## src/rtl/pipe_ctrl_pkg.sv

```systemverilog
// pipe_ctrl_pkg: shared state encodings and default sizing for the pipeline stall/flush sequencer.
package pipe_ctrl_pkg;
    localparam int STATE_W      = 2;
    localparam int MAX_WAIT_DEF = 15;
    localparam int CNT_W_DEF    = 32;
    typedef enum logic [STATE_W-1:0] {
        RUN      = 2'd0,
        MEM_WAIT = 2'd1,
        FAULT    = 2'd2
    } state_e;
endpackage

```

## src/rtl/pipe_perf_counter.sv

```systemverilog
// pipe_perf_counter: saturating event counter with increment enable and async active-low reset.
module pipe_perf_counter #(
    parameter int W = 32
) (
    input  logic         clk,
    input  logic         rst_n,
    input  logic         inc_i,
    output logic [W-1:0] cnt_o
);
    logic [W-1:0] cnt_q;
    always_ff @(posedge clk or negedge rst_n) begin
        if (!rst_n)
            cnt_q <= '0;
        else if (inc_i && cnt_q != '1)
            cnt_q <= cnt_q + W'(1);
    end
    assign cnt_o = cnt_q;
endmodule

```

## src/rtl/pipe_ctrl_sequencer.sv

```systemverilog
// pipe_ctrl_sequencer: merges load-use, branch redirect and memory-wait hazards into stage enables/flushes.
// Performance counters are built only when PIPE_CTRL_PERF_EN is defined; otherwise they read 0.
module pipe_ctrl_sequencer
    import pipe_ctrl_pkg::*;
#(
    parameter int MAX_WAIT = MAX_WAIT_DEF,
    parameter int CNT_W    = CNT_W_DEF
) (
    input  logic               clk,
    input  logic               rst_n,
    input  logic               lu_hazard,
    input  logic               br_taken,
    input  logic               exmem_memreq,
    input  logic               dmem_ready,
    output logic               pc_write,
    output logic               ifid_write,
    output logic               idex_write,
    output logic               exmem_write,
    output logic               ifid_flush,
    output logic               idex_flush,
    output logic               memwb_flush,
    output logic [STATE_W-1:0] state,
    output logic               mem_timeout,
    output logic [CNT_W-1:0]   stall_cycles,
    output logic [CNT_W-1:0]   flush_events
);
    localparam int WW = (MAX_WAIT > 0) ? $clog2(MAX_WAIT + 1) : 1;
    localparam logic [WW-1:0] MAX_W = WW'(MAX_WAIT);

    state_e        state_q;
    logic [WW-1:0] wait_q;
    logic          timeout_q;
    logic          freeze;
    logic          fault;
    logic          flow;

    assign freeze = exmem_memreq && !dmem_ready;
    assign fault  = state_q == FAULT;
    assign flow   = !fault && !freeze;

    // A taken branch squashes the dependent instruction, so it overrides load-use.
    assign pc_write    = flow && !(lu_hazard && !br_taken);
    assign ifid_write  = pc_write;
    assign idex_write  = flow;
    assign exmem_write = flow;
    assign ifid_flush  = flow && br_taken;
    assign idex_flush  = flow && (br_taken || lu_hazard);
    assign memwb_flush = !flow;

    always_ff @(posedge clk or negedge rst_n) begin
        if (!rst_n) begin
            state_q   <= RUN;
            wait_q    <= '0;
            timeout_q <= 1'b0;
        end else begin
            case (state_q)
                RUN:
                    if (freeze) begin
                        state_q <= MEM_WAIT;
                        wait_q  <= WW'(1);
                    end
                MEM_WAIT:
                    if (!freeze) begin
                        state_q <= RUN;
                        wait_q  <= '0;
                    end else if (MAX_WAIT != 0 && wait_q == MAX_W) begin
                        state_q   <= FAULT;
                        timeout_q <= 1'b1;
                    end else if (wait_q != '1) begin
                        wait_q <= wait_q + WW'(1);
                    end
                default: ;
            endcase
        end
    end

    assign state       = state_q;
    assign mem_timeout = timeout_q;

`ifdef PIPE_CTRL_PERF_EN
    pipe_perf_counter #(.W(CNT_W)) u_stall_cnt (
        .clk   (clk),
        .rst_n (rst_n),
        .inc_i (!pc_write && !fault),
        .cnt_o (stall_cycles)
    );
    pipe_perf_counter #(.W(CNT_W)) u_flush_cnt (
        .clk   (clk),
        .rst_n (rst_n),
        .inc_i (ifid_flush),
        .cnt_o (flush_events)
    );
`else
    assign stall_cycles = '0;
    assign flush_events = '0;
`endif
endmodule
```

## config.mk

```make
export PLATFORM = sky130hd
export DESIGN_NAME = pipe_ctrl_sequencer
export DESIGN_NICKNAME = d
export VERILOG_FILES = /design/src/rtl/pipe_ctrl_pkg.sv /design/src/rtl/pipe_perf_counter.sv /design/src/rtl/pipe_ctrl_sequencer.sv
export SDC_FILE = /design/constraint.sdc
export NUM_CORES = 1
export LEC_CHECK = 0
export BUFFER_PORTS_ARGS = -buffer_cell sky130_fd_sc_hd__clkbuf_2
export CAP_MARGIN = 15
export CORE_UTILIZATION = 34
export DETAILED_ROUTE_END_ITERATION = 8
export GPL_TIMING_DRIVEN = 1
export PLACE_DENSITY = 0.81
export SLEW_MARGIN = 20
export SYNTH_ARGS = -nofsm -noshare
export SYNTH_HDL_FRONTEND = slang
export SYNTH_SLANG_ARGS = --single-unit
```

## constraint.sdc

```tcl
create_clock -name clk -period 1.43 [get_ports clk]
set_clock_uncertainty 0.1 [all_clocks]
set_input_delay 0.0715 -clock clk [delete_from_list [all_inputs] [get_ports clk]]
set_output_delay 0.0715 -clock clk [all_outputs]
set_load 0.02 [all_outputs]
```

==> results of run 1 <==
[per-stage QoR]
stage / hold slack (ns) / setup WS, ns / util [%]
after CTS: 0.0926 / 0.0319 / 33.8
after global routing: 0.114 / 0.0254 / 34.9
after detailed placement: -0.182 / 0.0582 / 31.5
after floorplan: -0.324 / 0.0480 / -
final: 0.0894 / 0.0811 / 34.9
after global placement: -0.185 / 0.115 / 31.5
[layout by cell type (no fill, tap or decap), drive strengths merged]
master and n:
a31oi 2, and4 1, a21o 1, nand3 1, nor2 3, dfrtp 7
ha 1, a311oi 1, dlygate4sd3 1, or2b 1, nand4b 1, conb 64
inv 4, nand2b 2, buf 4, o221a 1, o2bb2ai 3, nor3b 1
a22oi 1, clkbuf 19, nor2b 2, o21ai 2, and4bb 1, a21oi 2
o31ai 1, nand2 3
[timing repair]
| item | 4_1_cts | 5_1_grt |
|---|---|---|
| hold endpoints to repair | 7 | 0 |
| buffers inserted | 1 | 1 |
| hold buffers | 1 | 0 |
| resized for setup | 4 | 3 |
| setup endpoints to repair | 6 | 3 |
| cloned | 0 | 0 |
[Yosys cell counts]
master,number
sky130_fd_sc_hd__a21o_1,1
sky130_fd_sc_hd__a21oi_1,2
sky130_fd_sc_hd__a22oi_1,1
sky130_fd_sc_hd__a311oi_1,1
sky130_fd_sc_hd__a31oi_1,2
sky130_fd_sc_hd__and4_1,1
sky130_fd_sc_hd__and4bb_2,1
sky130_fd_sc_hd__buf_4,66
sky130_fd_sc_hd__conb_1,1
sky130_fd_sc_hd__dfrtp_1,7
sky130_fd_sc_hd__ha_1,1
sky130_fd_sc_hd__inv_1,4
sky130_fd_sc_hd__nand2_1,3
sky130_fd_sc_hd__nand2b_1,2
sky130_fd_sc_hd__nand3_2,1
sky130_fd_sc_hd__nand4b_1,1
sky130_fd_sc_hd__nor2_1,3
sky130_fd_sc_hd__nor2b_1,2
sky130_fd_sc_hd__nor3b_1,1
sky130_fd_sc_hd__o21ai_0,2
sky130_fd_sc_hd__o221a_2,1
sky130_fd_sc_hd__o2bb2ai_1,3
sky130_fd_sc_hd__o31ai_1,1
sky130_fd_sc_hd__or2b_1,1
[flip-flops by register name, indices dropped and copies added (netlist names)]
signal / flops
wait_q: 4
mem_timeout: 1
state: 2
[power by group]
group,internal [mW],switching [mW],leakage (nW)
combinational,0.00964,0.160,0.394
sequential,0.198,0,0.0871
clock,0.106,0.0717,0.0150
[layout make-up]
cell class	instances	area, um^2	share of cell area [%]
multi-input cells	95	498	57.0
flip-flops and latches	7	176	20.2
repair buffers	20	120	13.8
well taps	30	37.5	4.30
clock buffers	4	26.3	3.01
inverters	4	15.0	1.72
[kinds of logic (layout without fill, tap and decap cells)]
kind of cell	count (synthesis)	after routing	synth area share, %
AOI/OAI and AO/OA	14	14	11.2
adders and majority gates	1	1	1.38
DFF	7	7	19.3
buffers and inverters	70	28	56.4
other	1	64	0.414
and+or+nand+nor	16	16	11.3
[per-layer routing]
metal,routed length [um],GRT usage (%),vias up
met5,0,0,-
met4,40,7.89,0
met3,131,2.54,4
met2,609,12.3,47
met1,424,9.31,257
li1,-,-,272
[worst max-delay path by stage]
stage,to,slack (ns)
after floorplan,pc_write,0.05
after global placement,wait_q[0],0.11
after detailed placement,wait_q[0],0.06
after CTS,pc_write,0.03
after global routing,pc_write,0.03
final,pc_write,0.08
==> flow_summary.html, run 1 <==
<table>
<tr><th>Metric</th><th>Value</th></tr>
<tr><th colspan="2">Critical path</th></tr>
<tr><td>Chain of cells forming the critical path</td><td>nand2b_4 -&gt; nand2_2 -&gt; a21oi_4 -&gt; clkbuf_4</td></tr>
<tr><td>Critical setup path kind</td><td>reg -&gt; out</td></tr>
<tr><td>Crit end category</td><td>output port</td></tr>
<tr><td>Kind of start point of the critical path</td><td>flop</td></tr>
<tr><td>Required time of the critical path</td><td>roughly 1.3 ns</td></tr>
<tr><td>Number of logic stages on the critical path including buffering</td><td>4</td></tr>
<tr><td>Buffer and inverter count on the worst path</td><td>1</td></tr>
<tr><td>Maximum single-stage delay on the critical path</td><td>0.43 ns</td></tr>
<tr><td>Arrival time at the worst endpoint</td><td>roughly 1.2 ns</td></tr>
<tr><td>Depth of the worst register-to-register path</td><td>4</td></tr>
<tr><td>Critical path startpoint</td><td>state[1]</td></tr>
<tr><td>Critical R2R Capture</td><td>wait_q[2]</td></tr>
<tr><td>Reg-to-reg slack, setup</td><td>0.11 ns</td></tr>
<tr><td>Maximum fanout encountered on the critical timing path</td><td>5</td></tr>
<tr><td>Critical-path cell with the highest stage delay</td><td>sky130_fd_sc_hd__dfrtp_2</td></tr>
<tr><td>Dominant delay contributor by cell family on the critical path</td><td>flip-flops</td></tr>
<tr><td>Start of the worst register-to-register path</td><td>state[1]</td></tr>
<tr><th colspan="2">Worst hold path</th></tr>
<tr><td>Worst min path class</td><td>in -&gt; async</td></tr>
<tr><th colspan="2">Place</th></tr>
<tr><td>GP Congestion</td><td>0.775</td></tr>
<tr><td>Input/output buffers</td><td>15</td></tr>
<tr><td>Detailed Place HPWL</td><td>985 um</td></tr>
<tr><td>Post-Place Cell Area</td><td>788 um^2</td></tr>
<tr><td>Placed Cells incl. Taps</td><td>153</td></tr>
<tr><th colspan="2">Timing</th></tr>
<tr><td>Final setup vio count</td><td>0</td></tr>
<tr><td>Number of max-slew violations in the final report</td><td>0</td></tr>
<tr><td>Crit share post-route</td><td>94.3%</td></tr>
<tr><td>Unrepaired setup endpoints after global routing</td><td>false</td></tr>
<tr><td>Fmax</td><td>about 740 MHz</td></tr>
<tr><td>Minimum clock period</td><td>1.35 ns</td></tr>
<tr><td>Final number of hold-violating endpoints</td><td>0</td></tr>
<tr><td>Setup TNS</td><td>0 ns</td></tr>
<tr><th colspan="2">Routing</th></tr>
<tr><td>DRC viols</td><td>0</td></tr>
<tr><td>Detailed-route vias per instance</td><td>3.63</td></tr>
<tr><td>Antenna violation net count after detailed routing</td><td>0</td></tr>
<tr><td>Average wire length per cell after detail routing</td><td>~7.5 um</td></tr>
<tr><td>Final Routed Wirelength</td><td>1.21 mm</td></tr>
<tr><td>TritonRoute pass-1 iters</td><td>4</td></tr>
<tr><td>Total via count in the routed design</td><td>580</td></tr>
<tr><td>Detailed Route Iter0 Violations</td><td>8</td></tr>
<tr><th colspan="2">Final layout</th></tr>
<tr><td># nets final</td><td>roughly 140</td></tr>
<tr><td>Finished Cell Area</td><td>873 um^2</td></tr>
<tr><td>Layout filler cell count</td><td>261</td></tr>
<tr><td>Area added between synthesis and finish</td><td>-3.59%</td></tr>
<tr><td>Ratio of cells with drive above 1 in the final layout</td><td>a little under a quarter</td></tr>
<tr><td>Count of non-filler cells in the finished layout</td><td>160</td></tr>
<tr><td>N_diodes</td><td>0</td></tr>
<tr><th colspan="2">Global route</th></tr>
<tr><td>Via count of the first global-routing pass</td><td>348</td></tr>
<tr><td>Initial antenna violation count</td><td>0</td></tr>
<tr><td>Pin count of the biggest net entering global routing</td><td>8</td></tr>
<tr><td>GR Overflow Total</td><td>0</td></tr>
<tr><td>First-pass GRT wire length</td><td>1.60 mm</td></tr>
<tr><td>Aggregate global-route resource usage</td><td>8.29%</td></tr>
<tr><th colspan="2">Logic synthesis</th></tr>
<tr><td>Ranking of synthesized cells by area</td><td>sky130_fd_sc_hd__buf_4 55%, sky130_fd_sc_hd__dfrtp_1 19%, sky130_fd_sc_hd__o2bb2ai_1 2.9%</td></tr>
<tr><td>Synth Register Bits</td><td>7</td></tr>
<tr><td>Post-synthesis area per instance</td><td>around 8.3 um^2</td></tr>
<tr><td>Warnings, synthesis</td><td>0</td></tr>
<tr><td>Area of the mapped netlist</td><td>906 um^2</td></tr>
<tr><td>Number of library cell types mapped by synthesis</td><td>24</td></tr>
<tr><td>Biggest area consumer among synthesized cells</td><td>sky130_fd_sc_hd__buf_4</td></tr>
<tr><td>Area fraction of the dominant cell type after synthesis</td><td>54.7%</td></tr>
<tr><td>Register area share after synthesis</td><td>roughly a fifth</td></tr>
<tr><td>Post-Synthesis Cells</td><td>approximately 110</td></tr>
<tr><th colspan="2">CTS</th></tr>
<tr><td>Clock tree from TritonCTS</td><td>yes</td></tr>
<tr><td>Max Root-Sink Buffers</td><td>2</td></tr>
<tr><td>Clock-pin slew on the worst setup and hold paths</td><td>0.05 ns</td></tr>
<tr><td>CTS Buf Count</td><td>3</td></tr>
<tr><td>Clk sink count</td><td>7</td></tr>
<tr><td>Deepest level of the CTS H-tree</td><td>1</td></tr>
<tr><td>Root buffer cell</td><td>sky130_fd_sc_hd__clkbuf_4</td></tr>
<tr><td>Clock network latency to the later pin of the worst-skew pair</td><td>~0.25 ns</td></tr>
<tr><th colspan="2">Floorplanning</th></tr>
<tr><td>Die Area</td><td>0.00287 mm^2</td></tr>
<tr><td>Initial Util</td><td>a little over a third</td></tr>
<tr><td>Number of standard-cell rows in the floorplan</td><td>18</td></tr>
<tr><td>I/O pin cnt</td><td>80</td></tr>
<tr><td>Vert. Die Dim</td><td>53.6 um</td></tr>
<tr><td>Core Footprint</td><td>0.00250 mm^2</td></tr>
<tr><td>Die outline width</td><td>about 54 um</td></tr>
<tr><th colspan="2">Status</th></tr>
<tr><td>Outcome</td><td>complete, no violations</td></tr>
<tr><th colspan="2">Power and ir drop</th></tr>
<tr><td>Static leakage</td><td>approximately 0.50 nW</td></tr>
<tr><td>Worst-case vdd ir drop</td><td>roughly 0.4 mV</td></tr>
<tr><td>Power Density</td><td>626 mW/mm^2</td></tr>
<tr><td>Total design power</td><td>0.546 mW</td></tr>
<tr><th colspan="2">Job</th></tr>
<tr><td>Maximum Capacitance Violations</td><td>0</td></tr>
</table>
Note: power is estimated with default switching activity, not from simulation.
==> run 2: changes to the inputs <==
- PLACE_DENSITY: 0.81 -> 0.72
==> flow_summary.html, run 2 (same netlist as run 1, synthesis figures left out) <==
<table>
<tr><th>Metric</th><th>Value</th></tr>
<tr><th colspan="2">Timing</th></tr>
<tr><td>Crit share post-route</td><td>94.0% (-0.29 points)</td></tr>
<tr><td>Final setup vio count</td><td>0 (unchanged)</td></tr>
<tr><td>Setup TNS</td><td>0 ns (unchanged)</td></tr>
<tr><td>Hold slack</td><td>0.0883 ns (-0.00111 ns)</td></tr>
<tr><td>Fmax</td><td>744 MHz (+0.31%)</td></tr>
<tr><td>Number of max-slew violations in the final report</td><td>0 (unchanged)</td></tr>
<tr><td>Minimum clock period</td><td>1.34 ns (-0.00416 ns)</td></tr>
<tr><td>Unrepaired setup endpoints after global routing</td><td>false</td></tr>
<tr><td>Final number of hold-violating endpoints</td><td>0 (unchanged)</td></tr>
<tr><th colspan="2">Critical path</th></tr>
<tr><td>Critical setup path kind</td><td>reg -&gt; out</td></tr>
<tr><td>Arrival time at the worst endpoint</td><td>1.17 ns (about the same)</td></tr>
<tr><td>Maximum fanout encountered on the critical timing path</td><td>7 (+2)</td></tr>
<tr><td>Critical-path cell with the highest stage delay</td><td>sky130_fd_sc_hd__dfrtp_2</td></tr>
<tr><td>Chain of cells forming the critical path</td><td>nand2b_4 -&gt; nand2_4 -&gt; a21oi_4 -&gt; buf_2</td></tr>
<tr><td>Kind of start point of the critical path</td><td>flop</td></tr>
<tr><td>Required time of the critical path</td><td>1.26 ns (about the same)</td></tr>
<tr><td>Crit end category</td><td>output port</td></tr>
<tr><td>Maximum single-stage delay on the critical path</td><td>0.40 ns (-0.03 ns)</td></tr>
<tr><th colspan="2">Floorplanning</th></tr>
<tr><td>Die outline width</td><td>53.6 um (unchanged)</td></tr>
<tr><td>Vert. Die Dim</td><td>53.6 um (unchanged)</td></tr>
<tr><td>Die Area</td><td>0.00287 mm^2 (unchanged)</td></tr>
<tr><td>Initial Util</td><td>36.2% (unchanged)</td></tr>
<tr><td>Core Footprint</td><td>0.00250 mm^2 (unchanged)</td></tr>
<tr><td>Number of standard-cell rows in the floorplan</td><td>18 (unchanged)</td></tr>
<tr><td>I/O pin cnt</td><td>80 (unchanged)</td></tr>
<tr><th colspan="2">Routing</th></tr>
<tr><td>Average wire length per cell after detail routing</td><td>7.62 um (+1.1%)</td></tr>
<tr><td>DRC viols</td><td>0 (unchanged)</td></tr>
<tr><td>Antenna violation net count after detailed routing</td><td>0 (unchanged)</td></tr>
<tr><td>TritonRoute pass-1 iters</td><td>5 (+1)</td></tr>
<tr><td>Detailed-route vias per instance</td><td>3.60 (-0.59%)</td></tr>
<tr><td>Final Routed Wirelength</td><td>1.21 mm (+0.50%)</td></tr>
<tr><td>Total via count in the routed design</td><td>573 (-1.2%)</td></tr>
<tr><td>Detailed Route Iter0 Violations</td><td>8 (unchanged)</td></tr>
<tr><th colspan="2">Final layout</th></tr>
<tr><td>N_diodes</td><td>0 (unchanged)</td></tr>
<tr><td># nets final</td><td>137 (-0.72%)</td></tr>
<tr><td>Number of flip-flops in the largest register</td><td>4 (unchanged)</td></tr>
<tr><td>Leading cell type in the layout, fill and taps excluded</td><td>sky130_fd_sc_hd__conb_1</td></tr>
<tr><td>Most used cells in the layout excluding fill and tap cells</td><td>64 x sky130_fd_sc_hd__conb_1, 13 x sky130_fd_sc_hd__clkbuf_2, 5 x sky130_fd_sc_hd__dfrtp_1, 4 x sky130_fd_sc_hd__inv_1</td></tr>
<tr><td>Finished Cell Area</td><td>857 um^2 (-1.9%)</td></tr>
<tr><td>Register name with the most flops</td><td>wait_q</td></tr>
<tr><td>Layout filler cell count</td><td>275 (+5.4%)</td></tr>
<tr><td>Ratio of cells with drive above 1 in the final layout</td><td>23.3% (+0.18 points)</td></tr>
<tr><td>Area added between synthesis and finish</td><td>-5.39%</td></tr>
<tr><th colspan="2">CTS</th></tr>
<tr><td>Root buffer cell</td><td>sky130_fd_sc_hd__clkbuf_4</td></tr>
<tr><td>Max Root-Sink Buffers</td><td>2 (unchanged)</td></tr>
<tr><td>Clock-pin slew on the worst setup and hold paths</td><td>0.05 ns (about the same)</td></tr>
<tr><td>Deepest level of the CTS H-tree</td><td>1 (unchanged)</td></tr>
<tr><td>CTS Buf Count</td><td>3 (unchanged)</td></tr>
<tr><td>Clock tree from TritonCTS</td><td>yes</td></tr>
<tr><td>Clock network latency to the later pin of the worst-skew pair</td><td>0.25 ns (about the same)</td></tr>
<tr><td>Clk sink count</td><td>7 (unchanged)</td></tr>
<tr><th colspan="2">Global route</th></tr>
<tr><td>First-pass GRT wire length</td><td>1.52 mm (-5.1%)</td></tr>
<tr><td>Initial antenna violation count</td><td>0 (unchanged)</td></tr>
<tr><td>Met3 layer usage reported by global route</td><td>3.11% (+0.56 points)</td></tr>
<tr><td>GR Overflow Total</td><td>0 (unchanged)</td></tr>
<tr><td>Met1 track demand over resource</td><td>9.85% (+0.54 points)</td></tr>
<tr><td>Pin count of the biggest net entering global routing</td><td>8 (unchanged)</td></tr>
<tr><td>Aggregate global-route resource usage</td><td>7.71% (-0.58 points)</td></tr>
<tr><td>Layer with the highest usage</td><td>met2</td></tr>
<tr><td>Via count of the first global-routing pass</td><td>348 (unchanged)</td></tr>
<tr><td>Met2 global-route usage</td><td>10.4% (-1.9 points)</td></tr>
<tr><th colspan="2">Place</th></tr>
<tr><td>GP Congestion</td><td>0.794 (+2.5%)</td></tr>
<tr><td>Post-Place Cell Area</td><td>788 um^2 (unchanged)</td></tr>
<tr><td>Input/output buffers</td><td>15 (unchanged)</td></tr>
<tr><td>Detailed Place HPWL</td><td>983 um (-0.17%)</td></tr>
<tr><th colspan="2">Status</th></tr>
<tr><td>Outcome</td><td>complete, no violations</td></tr>
<tr><th colspan="2">Power and ir drop</th></tr>
<tr><td>Worst-case vdd ir drop</td><td>0.324 mV (-20%)</td></tr>
<tr><td>Power Density</td><td>643 mW/mm^2 (+2.8%)</td></tr>
<tr><td>Static leakage</td><td>0.496 nW (about the same)</td></tr>
<tr><th colspan="2">Job</th></tr>
<tr><td>Maximum Capacitance Violations</td><td>0 (unchanged)</td></tr>
<tr><th colspan="2">Worst hold path</th></tr>
<tr><td>Worst min path class</td><td>in -&gt; async</td></tr>
</table>
run 2: changes by cell type in the layout (fill, tap and decap cells not counted):
cell / change
sky130_fd_sc_hd__buf_2: +2
sky130_fd_sc_hd__clkbuf_4: -2
sky130_fd_sc_hd__buf_4: -1
sky130_fd_sc_hd__dfrtp_1: -1
sky130_fd_sc_hd__dfrtp_2: +1
sky130_fd_sc_hd__ha_2: +1
sky130_fd_sc_hd__ha_4: -1
sky130_fd_sc_hd__nand2_2: -1
sky130_fd_sc_hd__nand2_4: +1
run 2: path summary, 6_finish.rpt:
check | cells past startpoint | end | slack, ns | startpoint
min | 2 | wait_q[3] | 0.09 | rst_n
min reg2reg | 2 | mem_timeout | 0.37 | mem_timeout
max | 4 | pc_write | 0.09 | state[0]
max reg2reg | 4 | wait_q[0] | 0.10 | wait_q[1]
max in group asynchronous | 2 | state[1] | 0.96 | rst_n
min in group clk | 4 | wait_q[0] | 0.13 | dmem_ready
run 2: final cells by class:
type | instances | area (um^2) | area share [%]
Timing Repair Buffer | 19 | 108 | 12.6
Clock buffer | 4 | 26.3 | 3.07
Tap cell | 30 | 37.5 | 4.38
Sequential cell | 7 | 178 | 20.7
Inverter | 4 | 15.0 | 1.75
Multi-Input combinational cell | 95 | 493 | 57.5
run 2: stage by stage:
step	utilization, %	cells	worst slack [ns]	power (mW)
3_5_place_dp	31.5	153	0.0724	0.367
3_3_place_gp	31.5	153	0.117	0.366
6_report	34.3	159	0.0853	0.551
2_1_floorplan	-	172	0.0480	0.488
4_1_cts	33.0	158	0.00750	0.551
5_1_grt	34.3	159	0.0134	0.583
run 2: worst max-delay path, delay by kind of cell, from the launching register on:
kind | cells | cell delay, ns
buffers and inverters | 1 | 0.17
flip-flops | 1 | 0.40
AND/OR/NAND/NOR | 2 | 0.22
AO/OA/AOI/OAI | 1 | 0.12
run 2: power breakdown:
| group | internal [mW] | switching (mW) | total (mW) |
|---|---|---|---|
| clock network | 0.107 | 0.0758 | 0.182 |
| registers | 0.198 | 0 | 0.198 |
| logic | 0.00974 | 0.161 | 0.170 |
| total | 0.315 | 0.237 | 0.551 |
run 2: repair_timing:
item,CTS,global route
hold endpoints to repair,7,0
buffers inserted,0,1
resized for setup,1,7
hold buffers,1,0
setup endpoints to repair,6,8
pin swaps,1,1
run 2: metal layers:
layer	part of all wire, %	routed length, um
met4	1.6	19
met1	39	473
met5	0	0
met3	11	134
met2	48	584
==> run 3: changes to the inputs <==
- ABC_AREA: default -> 1
==> flow_summary.html, run 3 <==
<table>
<tr><th>Metric</th><th>Value</th></tr>
<tr><th colspan="2">CTS</th></tr>
<tr><td>Number of post-CTS setup repair buffers</td><td>0 (unchanged)</td></tr>
<tr><td>Clock-pin slew on the worst setup and hold paths</td><td>0.05 ns (about the same)</td></tr>
<tr><td>Cts-stage hold buffer count</td><td>1 (unchanged)</td></tr>
<tr><td>Deepest level of the CTS H-tree</td><td>1 (unchanged)</td></tr>
<tr><td>Root buffer cell</td><td>sky130_fd_sc_hd__clkbuf_4</td></tr>
<tr><td>Clock tree from TritonCTS</td><td>yes</td></tr>
<tr><td>Clock network latency to the later pin of the worst-skew pair</td><td>0.26 ns (about the same)</td></tr>
<tr><td>Post-cts sizing count</td><td>0 (-1)</td></tr>
<tr><td>Clk sink count</td><td>7 (unchanged)</td></tr>
<tr><td>Max Root-Sink Buffers</td><td>2 (unchanged)</td></tr>
<tr><td>CTS Buf Count</td><td>3 (unchanged)</td></tr>
<tr><th colspan="2">Job</th></tr>
<tr><td>Maximum Capacitance Violations</td><td>0 (unchanged)</td></tr>
<tr><th colspan="2">Timing</th></tr>
<tr><td>Fmax</td><td>746 MHz (+0.31%)</td></tr>
<tr><td>Setup TNS</td><td>0 ns (unchanged)</td></tr>
<tr><td>Final number of hold-violating endpoints</td><td>0 (unchanged)</td></tr>
<tr><td>Number of max-slew violations in the final report</td><td>0 (unchanged)</td></tr>
<tr><td>Final setup vio count</td><td>0 (unchanged)</td></tr>
<tr><td>Crit share post-route</td><td>93.7% (-0.29 points)</td></tr>
<tr><td>Minimum clock period</td><td>1.34 ns (-0.00414 ns)</td></tr>
<tr><td>Unrepaired setup endpoints after global routing</td><td>false</td></tr>
<tr><th colspan="2">Place</th></tr>
<tr><td>GP Congestion</td><td>0.714 (-10%)</td></tr>
<tr><td>Input/output buffers</td><td>15 (unchanged)</td></tr>
<tr><td>Detailed Place HPWL</td><td>974 um (-0.97%)</td></tr>
<tr><td>Placed Cells incl. Taps</td><td>167 (+9.2%)</td></tr>
<tr><th colspan="2">Logic synthesis</th></tr>
<tr><td>Warnings, synthesis</td><td>0 (unchanged)</td></tr>
<tr><td>Post-Synthesis Cells</td><td>125 (+15%)</td></tr>
<tr><td>Area of the mapped netlist</td><td>937 um^2 (+3.5%)</td></tr>
<tr><td>Biggest area consumer among synthesized cells</td><td>sky130_fd_sc_hd__buf_4</td></tr>
<tr><td>Post-synthesis area per instance</td><td>7.50 um^2 (-9.8%)</td></tr>
<tr><td>Register area share after synthesis</td><td>18.7% (-0.65 points)</td></tr>
<tr><td>Most numerous cell in the Yosys netlist</td><td>sky130_fd_sc_hd__buf_4</td></tr>
<tr><td>Synth Register Bits</td><td>7 (unchanged)</td></tr>
<tr><td>Area fraction of the dominant cell type after synthesis</td><td>52.9% (-1.8 points)</td></tr>
<tr><td>Async S/R FF share, synth</td><td>100% (unchanged)</td></tr>
<tr><td>Number of library cell types mapped by synthesis</td><td>18 (-25%)</td></tr>
<tr><td>Number of synthesized flops with an enable pin</td><td>0 (unchanged)</td></tr>
<tr><td>Ranking of synthesized cells by area</td><td>sky130_fd_sc_hd__buf_4 53%, sky130_fd_sc_hd__dfrtp_1 19%, sky130_fd_sc_hd__nand2_1 8.4%</td></tr>
<tr><td>Most common flop cell mapped by yosys</td><td>sky130_fd_sc_hd__dfrtp_1</td></tr>
<tr><td>Most instantiated cells after synthesis</td><td>66 x sky130_fd_sc_hd__buf_4, 21 x sky130_fd_sc_hd__nand2_1, 8 x sky130_fd_sc_hd__inv_1</td></tr>
<tr><th colspan="2">Critical path</th></tr>
<tr><td>Maximum single-stage delay on the critical path</td><td>0.41 ns (about the same)</td></tr>
<tr><td>Arrival time at the worst endpoint</td><td>1.17 ns (about the same)</td></tr>
<tr><td>Required time of the critical path</td><td>1.26 ns (about the same)</td></tr>
<tr><td>Crit end category</td><td>output port</td></tr>
<tr><td>Depth of the worst register-to-register path</td><td>6 (+2)</td></tr>
<tr><td>Chain of cells forming the critical path</td><td>inv_2 -&gt; o21ai_4 -&gt; inv_1 -&gt; clkbuf_2</td></tr>
<tr><td>Critical-path cell with the highest stage delay</td><td>sky130_fd_sc_hd__dfrtp_1</td></tr>
<tr><td>Reg-to-reg slack, setup</td><td>0.14 ns (+0.04 ns)</td></tr>
<tr><td>Kind of start point of the critical path</td><td>flop</td></tr>
<tr><td>Critical setup path kind</td><td>reg -&gt; out</td></tr>
<tr><td>Maximum fanout encountered on the critical timing path</td><td>5 (-2)</td></tr>
<tr><th colspan="2">Final layout</th></tr>
<tr><td>Layout filler cell count</td><td>293 (+6.5%)</td></tr>
<tr><td>Ratio of cells with drive above 1 in the final layout</td><td>21.1% (-2.1 points)</td></tr>
<tr><td>Most used cells in the layout excluding fill and tap cells</td><td>64 x sky130_fd_sc_hd__conb_1, 21 x sky130_fd_sc_hd__nand2_1, 15 x sky130_fd_sc_hd__clkbuf_2, 8 x sky130_fd_sc_hd__inv_1, 7 x sky130_fd_sc_hd__dfrtp_1</td></tr>
<tr><td>Count of non-filler cells in the finished layout</td><td>172 (+8.2%)</td></tr>
<tr><td>Register name with the most flops</td><td>wait_q</td></tr>
<tr><td>Leading cell type in the layout, fill and taps excluded</td><td>sky130_fd_sc_hd__conb_1</td></tr>
<tr><td>Area added between synthesis and finish</td><td>-10.5%</td></tr>
<tr><td>Number of flip-flops in the largest register</td><td>4 (unchanged)</td></tr>
<tr><td>N_diodes</td><td>0 (unchanged)</td></tr>
<tr><td># nets final</td><td>150 (+9.5%)</td></tr>
<tr><th colspan="2">Floorplanning</th></tr>
<tr><td>Number of standard-cell rows in the floorplan</td><td>18 (unchanged)</td></tr>
<tr><td>I/O pin cnt</td><td>80 (unchanged)</td></tr>
<tr><td>Vert. Die Dim</td><td>54.5 um (+1.7%)</td></tr>
<tr><td>Initial Util</td><td>36.8% (+0.59 points)</td></tr>
<tr><td>Die Area</td><td>0.00297 mm^2 (+3.3%)</td></tr>
<tr><td>Core Footprint</td><td>0.00254 mm^2 (+1.8%)</td></tr>
<tr><td>Die outline width</td><td>54.5 um (+1.7%)</td></tr>
<tr><th colspan="2">Global route</th></tr>
<tr><td>Pin count of the biggest net entering global routing</td><td>8 (unchanged)</td></tr>
<tr><td>Via count of the first global-routing pass</td><td>374 (+7.5%)</td></tr>
<tr><td>Initial antenna violation count</td><td>0 (unchanged)</td></tr>
<tr><td>Aggregate global-route resource usage</td><td>8.46% (+0.75 points)</td></tr>
<tr><td>GR Overflow Total</td><td>0 (unchanged)</td></tr>
<tr><td>First-pass GRT wire length</td><td>1.58 mm (+4.1%)</td></tr>
<tr><th colspan="2">Power and ir drop</th></tr>
<tr><td>Power Density</td><td>709 mW/mm^2 (+10%)</td></tr>
<tr><td>Static leakage</td><td>0.513 nW (+3.4%)</td></tr>
<tr><td>Worst-case vdd ir drop</td><td>0.378 mV (+16%)</td></tr>
<tr><th colspan="2">Worst hold path</th></tr>
<tr><td>Worst min path class</td><td>in -&gt; reg</td></tr>
<tr><td>Number of stages on the worst hold path</td><td>4</td></tr>
<tr><th colspan="2">Routing</th></tr>
<tr><td>Detailed-route vias per instance</td><td>3.43 (-4.8%)</td></tr>
<tr><td>Final Routed Wirelength</td><td>1.11 mm (-8.3%)</td></tr>
<tr><td>Detailed Route Iter0 Violations</td><td>5 (-3)</td></tr>
<tr><td>Total via count in the routed design</td><td>590 (+3.0%)</td></tr>
<tr><td>Antenna violation net count after detailed routing</td><td>0 (unchanged)</td></tr>
<tr><td>TritonRoute pass-1 iters</td><td>4 (-1)</td></tr>
<tr><td>DRC viols</td><td>0 (unchanged)</td></tr>
<tr><td>Average wire length per cell after detail routing</td><td>6.47 um (-15%)</td></tr>
<tr><th colspan="2">Status</th></tr>
<tr><td>Outcome</td><td>complete, no violations</td></tr>
</table>
==> run 3: cell types whose count changed in the layout (fill, tap and decap cells not counted), sizes merged, moves of 2 or more <==
cell     before  now
a31oi         2    0
buf           5    0
clkbuf       17   19
inv           4   10
nand2         3   24
nand2b        2    0
nand3         1    3
nand4         0    2
nor2          3    6
nor2b         2    0
o2bb2ai       3    0
==> run 3: cell type report <==
class                      instances  area [um^2]  area share, %
inverter                          10         37.5           4.48
multi-input combinational        105          477           56.9
tap                               30         37.5           4.48
clock buffer                       4         26.3           3.13
sequential                         7          175           20.9
timing repair buffer              16         85.1           10.1
==> run 3: worst max-delay path, delay by kind of cell, from the launching register on <==
family                 cells  cell delay (ns)
buffers and inverters      3             0.33
flip-flops                 1             0.41
AO/OA/AOI/OAI              1             0.18
==> run 3: final timing paths <==
kind	startpoint	to
setup / recovery	state[1]	idex_write
setup reg to reg	wait_q[0]	wait_q[3]
hold reg to reg	mem_timeout	mem_timeout
max in group asynchronous	rst_n	state[0]
hold / removal	dmem_ready	wait_q[2]
min in group asynchronous	rst_n	wait_q[3]
==> run 3: per-layer routing <==
metal | vias up | wire [um] | GRT usage (%)
li1 | 281 | - | -
met1 | 260 | 423 | 9.93
met2 | 44 | 529 | 10.4
met3 | 5 | 109 | 3.33
met4 | 0 | 49 | 10.3
met5 | - | 0 | 0
==> run 3: power by group <==
group	switching [mW]	total [mW]	internal, mW
logic	0.188	0.209	0.0209
clock network	0.0800	0.187	0.107
registers	0	0.198	0.198
total	0.268	0.594	0.326
==> run 3: cell families after synthesis <==
family          share of synthesized area (%)
flops                                    18.7
fa+ha+maj                                1.33
buf+inv                                  56.9
simple gates                             20.7
compound gates                           2.00
other cells                             0.400
==> run 3: stage by stage <==
stage	area (um^2)	power, mW	setup slack, ns	hold WS, ns	util [%]
6_report	838	0.594	0.0894	0.0506	32.9
5_1_grt	838	0.640	0.0139	0.0625	32.9
3_3_place_gp	802	0.406	0.181	-0.180	31.5
4_1_cts	838	0.602	0.0661	0.0476	32.9
3_5_place_dp	802	0.407	0.137	-0.176	31.5
2_1_floorplan	1180	0.520	0.0353	-0.324	-
